<file path="src/rtl/asmd_multiplier_param.sv">
// Parametrised shift-add multiplier: ASMD controller plus datapath, signed/unsigned at run time.
// Optional macro ASMD_EARLY_TERM_EN finishes as soon as the remaining multiplier bits are all zero.
module asmd_multiplier_param #(
  parameter int word_length = 8
) (
  input  logic                       clk,
  input  logic                       reset,
  input  logic                       start,
  input  logic                       signed_mode,
  input  logic [word_length-1:0]     word0,
  input  logic [word_length-1:0]     word1,
  output logic [2*word_length-1:0]   product,
  output logic                       ready,
  output logic                       done
);

  localparam int W  = word_length;
  localparam int CW = $clog2(W + 1);

  typedef enum logic {S_IDLE, S_RUN} state_t;

  state_t          state_q, state_d;
  logic [W-1:0]    mcand_q, mcand_d;
  logic [W-1:0]    mplier_q, mplier_d;
  logic [2*W:0]    acc_q, acc_d;
  logic [CW-1:0]   cnt_q, cnt_d;
  logic            neg_q, neg_d;
  logic [2*W-1:0]  product_q, product_d;
  logic            done_q, done_d;

  logic [2*W:0]    sum;
  logic [2*W:0]    step;
  logic [2*W-1:0]  mag;
  logic            last;

  always_ff @(posedge clk) begin
    if (reset) begin
      state_q   <= S_IDLE;
      mcand_q   <= '0;
      mplier_q  <= '0;
      acc_q     <= '0;
      cnt_q     <= '0;
      neg_q     <= 1'b0;
      product_q <= '0;
      done_q    <= 1'b0;
    end else begin
      state_q   <= state_d;
      mcand_q   <= mcand_d;
      mplier_q  <= mplier_d;
      acc_q     <= acc_d;
      cnt_q     <= cnt_d;
      neg_q     <= neg_d;
      product_q <= product_d;
      done_q    <= done_d;
    end
  end

  always_comb begin
    state_d   = state_q;
    mcand_d   = mcand_q;
    mplier_d  = mplier_q;
    acc_d     = acc_q;
    cnt_d     = cnt_q;
    neg_d     = neg_q;
    product_d = product_q;
    done_d    = 1'b0;

    // Multiplicand enters the upper half; the extra top bit absorbs the carry.
    sum  = acc_q + (mplier_q[0] ? {1'b0, mcand_q, {W{1'b0}}} : '0);
    step = sum >> 1;
    mag  = step[2*W-1:0];
    last = (cnt_q == CW'(1));
`ifdef ASMD_EARLY_TERM_EN
    if ((mplier_q >> 1) == '0) begin
      last = 1'b1;
      mag  = step[2*W-1:0] >> (cnt_q - CW'(1));
    end
`endif

    case (state_q)
      S_IDLE: begin
        if (start) begin
          mcand_d  = (signed_mode && word0[W-1]) ? -word0 : word0;
          mplier_d = (signed_mode && word1[W-1]) ? -word1 : word1;
          neg_d    = signed_mode & (word0[W-1] ^ word1[W-1]);
          cnt_d    = CW'(W);
          acc_d    = '0;
          state_d  = S_RUN;
        end
      end
      S_RUN: begin
        acc_d    = step;
        mplier_d = mplier_q >> 1;
        cnt_d    = cnt_q - CW'(1);
        if (last) begin
          product_d = neg_q ? -mag : mag;
          done_d    = 1'b1;
          state_d   = S_IDLE;
        end
      end
      default: state_d = S_IDLE;
    endcase
  end

  assign product = product_q;
  assign ready   = (state_q == S_IDLE);
  assign done    = done_q;

endmodule

</file>
<file path="config.mk">
export PLATFORM = sky130hd
export DESIGN_NAME = asmd_multiplier_param
export DESIGN_NICKNAME = d
export VERILOG_FILES = /design/src/rtl/asmd_multiplier_param.sv
export SDC_FILE = /design/constraint.sdc
export NUM_CORES = 1
export LEC_CHECK = 0
export ABC_AREA = 1
export CAP_MARGIN = 20
export CORE_MARGIN = 10
export CORE_UTILIZATION = 56
export CTS_CLUSTER_SIZE = 14
export DETAILED_ROUTE_END_ITERATION = 10
export PLACE_DENSITY = 0.9
export SYNTH_ARGS = -nofsm -noshare
export SYNTH_HDL_FRONTEND = slang
export SYNTH_SLANG_ARGS = --single-unit
</file>
<file path="constraint.sdc">
create_clock -name clk -period 2.7 [get_ports clk]
set_input_delay 0.675 -clock clk [delete_from_list [all_inputs] [get_ports clk]]
set_output_delay 0.675 -clock clk [all_outputs]
set_load 0.005 [all_outputs]
</file>
==> metrics.csv <==
metric;value;unit
outcome;finished clean;
HPWL Detailed;5210;um
power share of the combinational group;13.3;%
total number of vias;2813;
routed wire length;6480;um
Clock Latency Late Sink;0.31;ns
hold_buf cts;0;
yosys warns;0;
Final Max Slew Viols;0;
top cells by area, synth;dfxtp_1 (35%), nand2_1 (15%), inv_1 (6.9%);
Clock Tree Root;clkbuf_8;
RD Place Congestion;0.964;
Synth Net Count;478;
Filler cells;453;
Worst Max-Slew Pin Slew;0.579;ns
Async SR Flop Fraction;0;%
CP endpoint kind;flop;
total core area;5200;um^2
NumNets Final;513;
Die X-Extent;93.9;um
Tot Pwr;1.54;mW
placement row count;26;
routed wl met3;377;um
CTS max path bufs;2;
hold_ws;0.460;ns
initial core utilization;58.8;%
max layer used;met4;
total setup buffers inserted after CTS;0;
Sequential Power Share;54.9;%
met2 WL;3010;um
CTS tree;built;
count of cell types in the netlist;35;
Final period util;88.5;%
clk_skew;0.0149;ns
Worst-path clk slew;0.09;ns
DRC Markers;0;
share of the yosys chip area belonging to registers;35.3;%
Starting DRT DRC Count;185;
Setup TNS;0;ns
Commonest cells post-synth;nand2_1 (125), inv_1 (56), dfxtp_1 (54);
CP required;2.90;ns
vias in the first global route;2614;
Mapped Area;3060;um^2
Net Sw Power;0.395;mW
CTS Sinks;54;
Resize count post-CTS;0;
total gr overflow;0;
first drt pass iteration count;4;
Port-buffer cells;37;
Yosys reg bits;54;
die height;93.9;um
first-pass GRT wire length;10900;um
max_cap viols;0;
biggest area consumer among synthesized cells;dfxtp_1;
critical path class;reg2reg;
post-synth top area share;35.3;%
Worst Path Max Fanout;9;
Startpoint Class;flop;
Post-DRT Antenna Nets;0;
post-layout min period;2.39;ns
total track usage;14.6;%
LEAKAGE;1.65;nW
HP Class;reg2reg;
slew margin rel.;61.3;%
top-count cell post-synth;nand2_1;
clock share of power;31.9;%
DRT met1 WL;3030;um
Hold Fails Final Rpt;0;
Fmax achieved;0.418;GHz
largest net degree at the start of global routing;27;
layout cells sized above 1;7.92;%
Synth Instances;444;
Die Area;8820;um^2
Layout area overhead;17.6;%
syn_area_per_cell;6.90;um^2
Worst EP arrival;2.59;ns
Power Dens Cells;428;nW/um^2
Sw Share;25.7;%
VDD IR max;230;uV
CTS buffer count;5;
Int Power;1.14;mW
Setup violations, final;0;
Routed wire per std cell;11.8;um
RSZ-0062 raised after global routing;no;
# IOs;38;
Vias/cell;5.11;
number of flops mapped to enable cells by yosys;0;
# diodes;0;
prevailing post-synth register cell;dfxtp_1;
H-Tree Depth;2;
initial antenna violation count;0;
## final cells by class
class | count | area (um^2) | share of cell area, %
clock buffer | 7 | 96.3 | 2.68
multi-input combinational | 318 | 1700 | 47.1
tap | 70 | 87.6 | 2.43
timing repair buffer | 43 | 415 | 11.5
sequential | 54 | 1080 | 30.0
clock inverter | 1 | 8.76 | 0.243
inverter | 57 | 214 | 5.94
## stage by stage
stage / instance area, um^2 / util [%] / setup slack (ns) / instances
6_report: 3600 / 69.2 / 0.310 / 550
5_1_grt: 3600 / 69.2 / 0.123 / 550
4_1_cts: 3600 / 69.2 / 0.324 / 550
3_5_place_dp: 3490 / 67.1 / 0.346 / 542
3_3_place_gp: 3490 / 67.1 / 0.464 / 542
2_1_floorplan: 3060 / - / 0.463 / 444
## state kept, by name, summed over array words and instances, names as in the netlist
name,cells
done,1
mcand_q,8
neg_q,1
state_q,1
acc_q,15
mplier_q,8
cnt_q,4
product,16
## cells by family after synthesis
| logic type | after synthesis | synth area share (%) |
|---|---|---|
| fa+ha+maj | 14 | 5.97 |
| simple gates | 210 | 31.2 |
| compound gates | 78 | 13.6 |
| flops | 54 | 35.3 |
| xor+xnor | 16 | 4.58 |
| buf+inv | 72 | 9.28 |
## layout by cell type (no fill, tap or decap), drive strengths merged, types with 3 or more instances in the layout
cell,count
dfxtp,54
buf,6
clkbuf,7
ha,13
a21oi,35
o21ai,30
nand3,37
nand2,135
nand4,3
nor2,24
clkdlybuf4s50,37
nand3b,3
xor2,11
xnor2,5
a31oi,6
nor3,7
inv,57
## path summary, 6_finish.rpt
kind	startpoint	to	slack (ns)	cells after the start
max reg2reg	mplier_q[0]	product[14]	0.31	14
max	mplier_q[0]	product[14]	0.31	14
min	product[15]	product[15]	0.46	2
min reg2reg	product[15]	product[15]	0.46	2
## power groups by stage
stage | sequential [mW] | clock (mW) | combinational, mW
after global placement | 0.861 | 0 | 0.197
final | 0.845 | 0.491 | 0.204
after global routing | 0.848 | 0.529 | 0.227
after CTS | 0.844 | 0.495 | 0.204
after detailed placement | 0.862 | 0 | 0.203
after floorplan | 0.850 | 0 | 0.142
## worst max-delay path, stage by stage, from the launching register on
cell and delay [ns]:
dfxtp_1 0.48, nand2_1 0.08, inv_1 0.07, ha_1 0.19
fa_1 0.49, nor3_2 0.26, nand2_2 0.10, nor2_4 0.11
nand3_2 0.09, nor2_1 0.10, nand2_1 0.07, nand2_1 0.07
nand2_1 0.07, nand3_1 0.07, nand2_1 0.05
## metal layers
layer / vias to the layer above / GRT usage [%]
met1: 1249 / 16.9
met5: - / 0
met4: 0 / 3.92
li1: 1498 / -
met3: 8 / 4.08
met2: 58 / 25.5
(Power assumes the default switching activity.)
